==> config.mk <==
export PLATFORM = sky130hd
export DESIGN_NAME = serial_pattern_detector
export DESIGN_NICKNAME = d
export VERILOG_FILES = /design/src/rtl/serial_pattern_detector_pkg.sv /design/src/rtl/sat_counter.sv /design/src/rtl/serial_pattern_detector.sv
export VERILOG_INCLUDE_DIRS = /design/src /design/src/rtl
export SDC_FILE = /design/constraint.sdc
export NUM_CORES = 1
export LEC_CHECK = 0
export CORE_MARGIN = 5
export CORE_UTILIZATION = 52
export DETAILED_ROUTE_END_ITERATION = 16
export PLACE_DENSITY = 0.93
export SLEW_MARGIN = 40
export SYNTH_ARGS = -nofsm -noshare
export SYNTH_HDL_FRONTEND = slang
export SYNTH_SLANG_ARGS = --single-unit
==> constraint.sdc <==
create_clock -name clk -period 4.6 [get_ports clk]
set_input_delay 0.46 -clock clk [delete_from_list [all_inputs] [get_ports clk]]
set_output_delay 0.46 -clock clk [all_outputs]
set_load 0.03 [all_outputs]
==> src/rtl/seq_det_defs.vh <==
// rtl/seq_det_defs.vh - shared FSM encodings and default parameters for the serial pattern detector
`ifndef SEQ_DET_DEFS_VH
`define SEQ_DET_DEFS_VH

localparam logic       ST_FILL     = 1'b0;
localparam logic       ST_ARMED    = 1'b1;
localparam int         DEF_LEN     = 4;
localparam logic [3:0] DEF_PATTERN = 4'b1011;
localparam int         DEF_CNT_W   = 8;

`endif

==> src/rtl/serial_pattern_detector_pkg.sv <==
// rtl/serial_pattern_detector_pkg.sv - types and defaults shared by the detector and its bench
package serial_pattern_detector_pkg;

  `include "seq_det_defs.vh"

  typedef enum logic {
    STATE_FILL  = ST_FILL,
    STATE_ARMED = ST_ARMED
  } state_t;

endpackage

==> src/rtl/sat_counter.sv <==
// rtl/sat_counter.sv - saturating up-counter, clear has priority over increment
module sat_counter #(
  parameter int W = 8
) (
  input  logic         clk,
  input  logic         rst,
  input  logic         clr,
  input  logic         inc,
  output logic [W-1:0] cnt
);

  always_ff @(posedge clk) begin
    if (rst || clr) begin
      cnt <= '0;
    end else if (inc && (cnt != '1)) begin
      cnt <= cnt + 1'b1;
    end
  end

endmodule

==> src/rtl/serial_pattern_detector.sv <==
// rtl/serial_pattern_detector.sv - serial LEN-bit pattern detector with saturating match count
// SEQ_OVERLAP_EN defined: overlapping detection; undefined: each match consumes the window.
module serial_pattern_detector
  import serial_pattern_detector_pkg::*;
#(
  parameter int             LEN     = DEF_LEN,
  parameter logic [LEN-1:0] PATTERN = LEN'(DEF_PATTERN),
  parameter int             CNT_W   = DEF_CNT_W
) (
  input  logic             clk,
  input  logic             rst,
  input  logic             en,
  input  logic             d,
  input  logic             clr_cnt,
  output logic             match,
  output logic [CNT_W-1:0] match_cnt,
  output logic [LEN-1:0]   hist,
  output logic             armed
);

  localparam int             FW     = $clog2(LEN + 1);
  localparam logic [FW-1:0] LEN_F  = FW'(LEN);
  localparam logic [FW-1:0] LEN_M1 = FW'(LEN - 1);

  state_t           state, state_nxt;
  logic [FW-1:0]    fill, fill_nxt, fill_inc;
  logic [LEN-1:0]   hist_nxt, nh;
  logic             match_nxt;

  assign nh       = {hist[LEN-2:0], d};
  assign fill_inc = (fill == LEN_F) ? fill : fill + 1'b1;

  always_ff @(posedge clk) begin
    if (rst) begin
      state <= STATE_FILL;
      fill  <= '0;
      hist  <= '0;
      match <= 1'b0;
    end else begin
      state <= state_nxt;
      fill  <= fill_nxt;
      hist  <= hist_nxt;
      match <= match_nxt;
    end
  end

  always_comb begin
    state_nxt = state;
    fill_nxt  = fill;
    hist_nxt  = hist;
    match_nxt = 1'b0;
    if (en) begin
      hist_nxt  = nh;
      fill_nxt  = fill_inc;
      // fill >= LEN-1 means this bit completes a full window
      match_nxt = (fill >= LEN_M1) && (nh == PATTERN);
      case (state)
        STATE_FILL:  if (fill_inc == LEN_F) state_nxt = STATE_ARMED;
        STATE_ARMED: state_nxt = STATE_ARMED;
        default:     state_nxt = STATE_FILL;
      endcase
`ifndef SEQ_OVERLAP_EN
      if (match_nxt) begin
        fill_nxt  = '0;
        state_nxt = STATE_FILL;
      end
`endif
    end
  end

  assign armed = (state == STATE_ARMED);

  sat_counter #(.W(CNT_W)) u_match_cnt (
    .clk (clk),
    .rst (rst),
    .clr (clr_cnt),
    .inc (match_nxt),
    .cnt (match_cnt)
  );

endmodule

Word-level counts from Yosys, hierarchy flattened
Cells that the tools add are included.

Add/sub/neg operators: 2. $mul: 0. Div/mod/pow operators: 0. Magnitude comparators: 1. Equality and inequality tests: 4. Shifts and indexed selects: 0. Mux-type cells: 6. Bitwise logic cells: 1. Reduce and logical (&&, ||, !) cells: 3.

Operators with widths (count): adder 8 x 1 -> 8 bit, second input constant (1); inequality test 8 bit, second input constant (1); == test 3 bit, second input constant (2); two-way mux 3 bit (2); == test 4 bit, second input constant (1); adder 3 x 1 -> 3 bit, second input constant (1); greater-or-equal comparator 3 x 2 -> 1 bit, second input constant (1); two-way mux 1 bit (3); logical AND 1 bit (2); one-hot mux 1 bit (2 select lines) (1); logical OR 1 bit (1); inverter 1 bit (1).

Register bits: 17. Bits in latches: 0. RAM bits: 0. ROM bits: 0. Bits of input ports: 5. Word-level logic and storage cells: 22. Memories kept: 0.

Depth between registers and ports, before layout
Word-level depth: 6. Depth in mapped cells: 7. Depth with buffers taken out: 6.

Hierarchy
A second synthesis with hierarchy kept.

Cells, all modules: 96. Area, all modules: 870.8 µm².

Modules (own cells, without submodules): serial_pattern_detector (instances 1, cells an instance 48, area each 449.2 µm², seq. area each 180.2 µm²); sat_counter (instances 1, cells an instance 48, area each 421.7 µm², seq. area each 160.2 µm²).

Least setup slack after synthesis
Ideal clock, no wire load.

Path kind: reg2reg. From: register hist[2]. To: register u_match_cnt.cnt[7]. Arrival time: 1.691 ns. Setup slack: 2.779 ns. Stages on the path, launching flop included: 6. Path buffers: 1. Period minus slack after synthesis: 1.821 ns. Cell sequence: dfxtp_1 nand4b_4 or3_4 buf_4 o41ai_1 a21oi_1.

Longest elaborated chain between the ends: 4.

RTL lines: from (decl) (RTL line serial_pattern_detector.sv:17) `output logic [LEN-1:0] hist,`; from (signal assigned) (RTL line serial_pattern_detector.sv:42) `hist <= hist_nxt;`; == test 4 bit (RTL line serial_pattern_detector.sv:56) `match_nxt = (fill >= LEN_M1) && (nh == PATTERN);`; logical AND 1 bit (RTL line serial_pattern_detector.sv:56); two-way mux 1 bit (RTL line serial_pattern_detector.sv:52) `if (en) begin`; logical AND 1 bit (RTL line sat_counter.sv:15) `end else if (inc && (cnt != '1)) begin`; to (signal assigned) (RTL line sat_counter.sv:16) `cnt <= cnt + 1'b1;`; to (decl) (RTL line sat_counter.sv:9) `output logic [W-1:0] cnt`.

Every way passes these cells. A chain may end at the register's enable or synchronous reset.

Final worst setup path
From: input port en. To: register u_match_cnt.cnt[3].

Longest elaborated chain between the ends: 2.

RTL lines: from (decl) (RTL line serial_pattern_detector.sv:12) `input logic en,`; two-way mux 1 bit (RTL line serial_pattern_detector.sv:52); logical AND 1 bit (RTL line sat_counter.sv:15).

Every way passes these cells.

==> metrics.md <==
| Metric | Value |
|---|---|
| Fin cells | `130` |
| Synth top cells by count | `17 x dfxtp_1, 11 x a21oi_1, 7 x nor2_1` |
| PortBufs | `18` |
| Post-synth top area cell | `dfxtp_1` |
| Gpl congestion | `about 0.8` |
| Fraction of registers with async set or reset after synthesis | `0%` |
| Worst slew pin tran | `588.3 ps` |
| Top post-synthesis cells by area | `dfxtp_1 40%, a21oi_1 6.5%, ha_1 5.9%` |
| Total grt overflow | `0` |
| Worst Path Max Fanout | `14` |
| I/O Pins | `19` |
| Internal power | `198.9 uW` |
| Top FF cell, synth | `dfxtp_1` |
| TritonCTS clock tree | `yes` |
| Global-route wire length before repair | `3332 um` |
| Post-DP HPWL | `1338 um` |
| Final Max Tran Viols | `0` |
| Synth cell types | `30` |
| CP max-delay cell | `clkdlybuf4s50_1` |
| Worst Hold Class | `reg2reg` |
| Worst skew pair latency | `290 ps` |
| Initial DRC Count | `29` |
| # setup viols final | `0` |
| DP Cell Count | `126` |
| Die H | `50.45 um` |
| Synth Cell Area | `850.8 sq um` |
| NumNets Final | `between 100 and 150` |
| Die extent in x | `50.45 um` |
| CTS max path bufs | `2` |
| Leading cell type by number of instances after synthesis | `dfxtp_1` |
| Post-synth EDFFs | `0` |
| Antenna violations before repair | `0` |
| Hold-fix buffers, CTS | `0` |
| Outcome | `completed` |
| Vias in the first global route | `787` |
| Power density cells | `253.8 nW/um^2` |
| Setup TNS | `0 ps` |
| Max H-tree Level | `1` |
| Synth Warn # | `0` |
| Cts bufs inserted | `3` |
| Post CTS Setup Buffer Count | `0` |
| Placement Setup Slack | `2097 ps` |
| Final setup margin | `between 2000 and 2500 ps` |
| Pin count of the biggest net entering global routing | `15` |
| Worst-path clk slew | `100 ps` |
| FMAX | `between 400 and 500 MHz` |
| Cells after Synth | `96` |
| Layout cell share with drive strength beyond 1 | `under 10%` |
| Kind of critical path | `in2reg` |
| Cts repair resizes | `0` |
| WL met2 | `951 um` |
| Final worst-path cycle share | `48.67%` |
| Avg WL per Cell | `roughly 15 um` |
| Max Cap Viol | `0` |
| Worst vdd ir | `around 240 uV` |
| Total GRT Usage | `between 10% and 20%` |
| Total clock sinks | `17` |
| Share of the synthesized area in the top cell type | `about 40%` |
| Routed wire length | `1910 um` |
| Met3 WL | `112 um` |
| Final Skew | `8.446 ps` |
| Number of synthesized register bits | `17` |
| Gate power share | `12.4%` |
| CTS root buffer | `clkbuf_4` |
| Sequential Power Share | `between 50 and 60%` |
| CP Data Arrival Time | `2470 ps` |
| DR pass1 iterations | `5` |
| Core Region | `1524 sq um` |
| Hold Vio Cnt, Final | `0` |
| Cells along the critical path | `clkdlybuf4s50_1 > inv_2 > or3_4 > or4_1 > a21oi_1` |
| Worst path required time | `slightly below 5000 ps` |
| Initial Utilization | `55.83%` |
| Crit path largest cell delay | `730 ps` |
| Rel. slew slack | `60.64%` |
| DR top layer | `met4` |
| Syn Nets | `105` |
| Crit path capture type | `flip-flop` |
| Die area | `around 2500 sq um` |
| Area growth syn-to-layout | `24.12%` |
| Vias per inst | `~6.2` |
| Leak | `0.3596 nW` |
| Vias | `800` |
| Syn_area_per_cell | `8.863 sq um` |
| Sw power | `around 69 uW` |
| Post-route DRC | `0` |
| Minimum clock period | `2239 ps` |
| Clock power frac | `between 20 and 30%` |
| Met1 Wirelength | `827 um` |
| Startpoint Class | `input pin` |
| Sw frac | `25.80%` |
| ANT cells | `0` |
| Total power | `268.1 uW` |
| Routed Antenna Nets | `0` |
| Seq/Total Area, Yosys | `40.00%` |
| Row count | `14` |
| RSZ-0062 raised after global routing | `no` |
critical path: cells and delay by family:
family	cells	cell delay [ps]
simple gates	2	1010
buf+inv	2	830
compound gates	1	170
routing by layer:
metal	vias to the layer above	track usage, %
met5	-	0
met4	0	5.532
met3	4	3.846
met2	29	27.27
met1	373	19.42
li1	394	-
cells in the final DEF, fill, tap and decap left out, types with 2 or more instances in the layout:
| cell | count |
|---|---|
| or2_2 | 4 |
| or4_1 | 4 |
| ha_1 | 4 |
| a31oi_1 | 2 |
| o41ai_1 | 2 |
| o21ai_0 | 2 |
| clkbuf_4 | 3 |
| nand3_1 | 6 |
| nand2_1 | 4 |
| or3_1 | 2 |
| a21oi_1 | 11 |
| clkdlybuf4s50_1 | 18 |
| nand2b_1 | 2 |
| o31ai_1 | 3 |
| nand4_1 | 3 |
| inv_1 | 4 |
| nor3_1 | 2 |
| dfxtp_1 | 17 |
| mux2i_1 | 4 |
| nor2_1 | 7 |
power groups by stage:
| stage | clock [mW] | sequential, mW | combinational, mW |
|---|---|---|---|
| after global routing | 0.0875 | 0.157 | 0.0364 |
| after CTS | 0.0802 | 0.156 | 0.0331 |
| after floorplan | 0 | 0.161 | 0.0203 |
| after global placement | 0 | 0.159 | 0.0317 |
| after detailed placement | 0 | 0.159 | 0.0326 |
| final | 0.0788 | 0.156 | 0.0331 |
cells by family after synthesis:
group | share of synthesized area (%)
simple gates | 28.09
buf+inv | 4.851
mux | 4.706
compound gates | 16.47
flops | 40.00
fa+ha+maj | 5.883
path summary, 6_finish.rpt:
check / from / endpoint / slack, ps / cells after the start
worst max-delay path: en / u_match_cnt.cnt[3] / 2360 / 5
worst min-delay path: u_match_cnt.cnt[7] / u_match_cnt.cnt[7] / 510 / 2
worst max register to register: fill[1] / u_match_cnt.cnt[3] / 2630 / 6
worst min register to register: u_match_cnt.cnt[7] / u_match_cnt.cnt[7] / 510 / 2
registers in the layout (all words and copies together) (netlist names):
name             cells
u_match_cnt.cnt      8
hist                 4
fill                 3
armed                1
match                1
stage by stage:
step | hold slack (ps) | instance area [sq um] | util (%)
detailed placement | 489.0 | 1028 | 67.49
floorplan | 482.0 | 850.8 | -
global placement | 491.2 | 1028 | 67.49
finish | 513.4 | 1056 | 69.29
CTS | 511.0 | 1056 | 69.29
global route | 545.2 | 1056 | 69.29
cell type report:
type	count	area, sq um
multi-input cells	70	469.2
fillers	123	467.9
flip-flops and latches	17	340.3
repair buffers	18	180.2
clock buffers	3	22.52
well taps	16	20.02
inverters	5	18.77
clock inverters	1	5.005
Power figures use the tool's default switching activity.
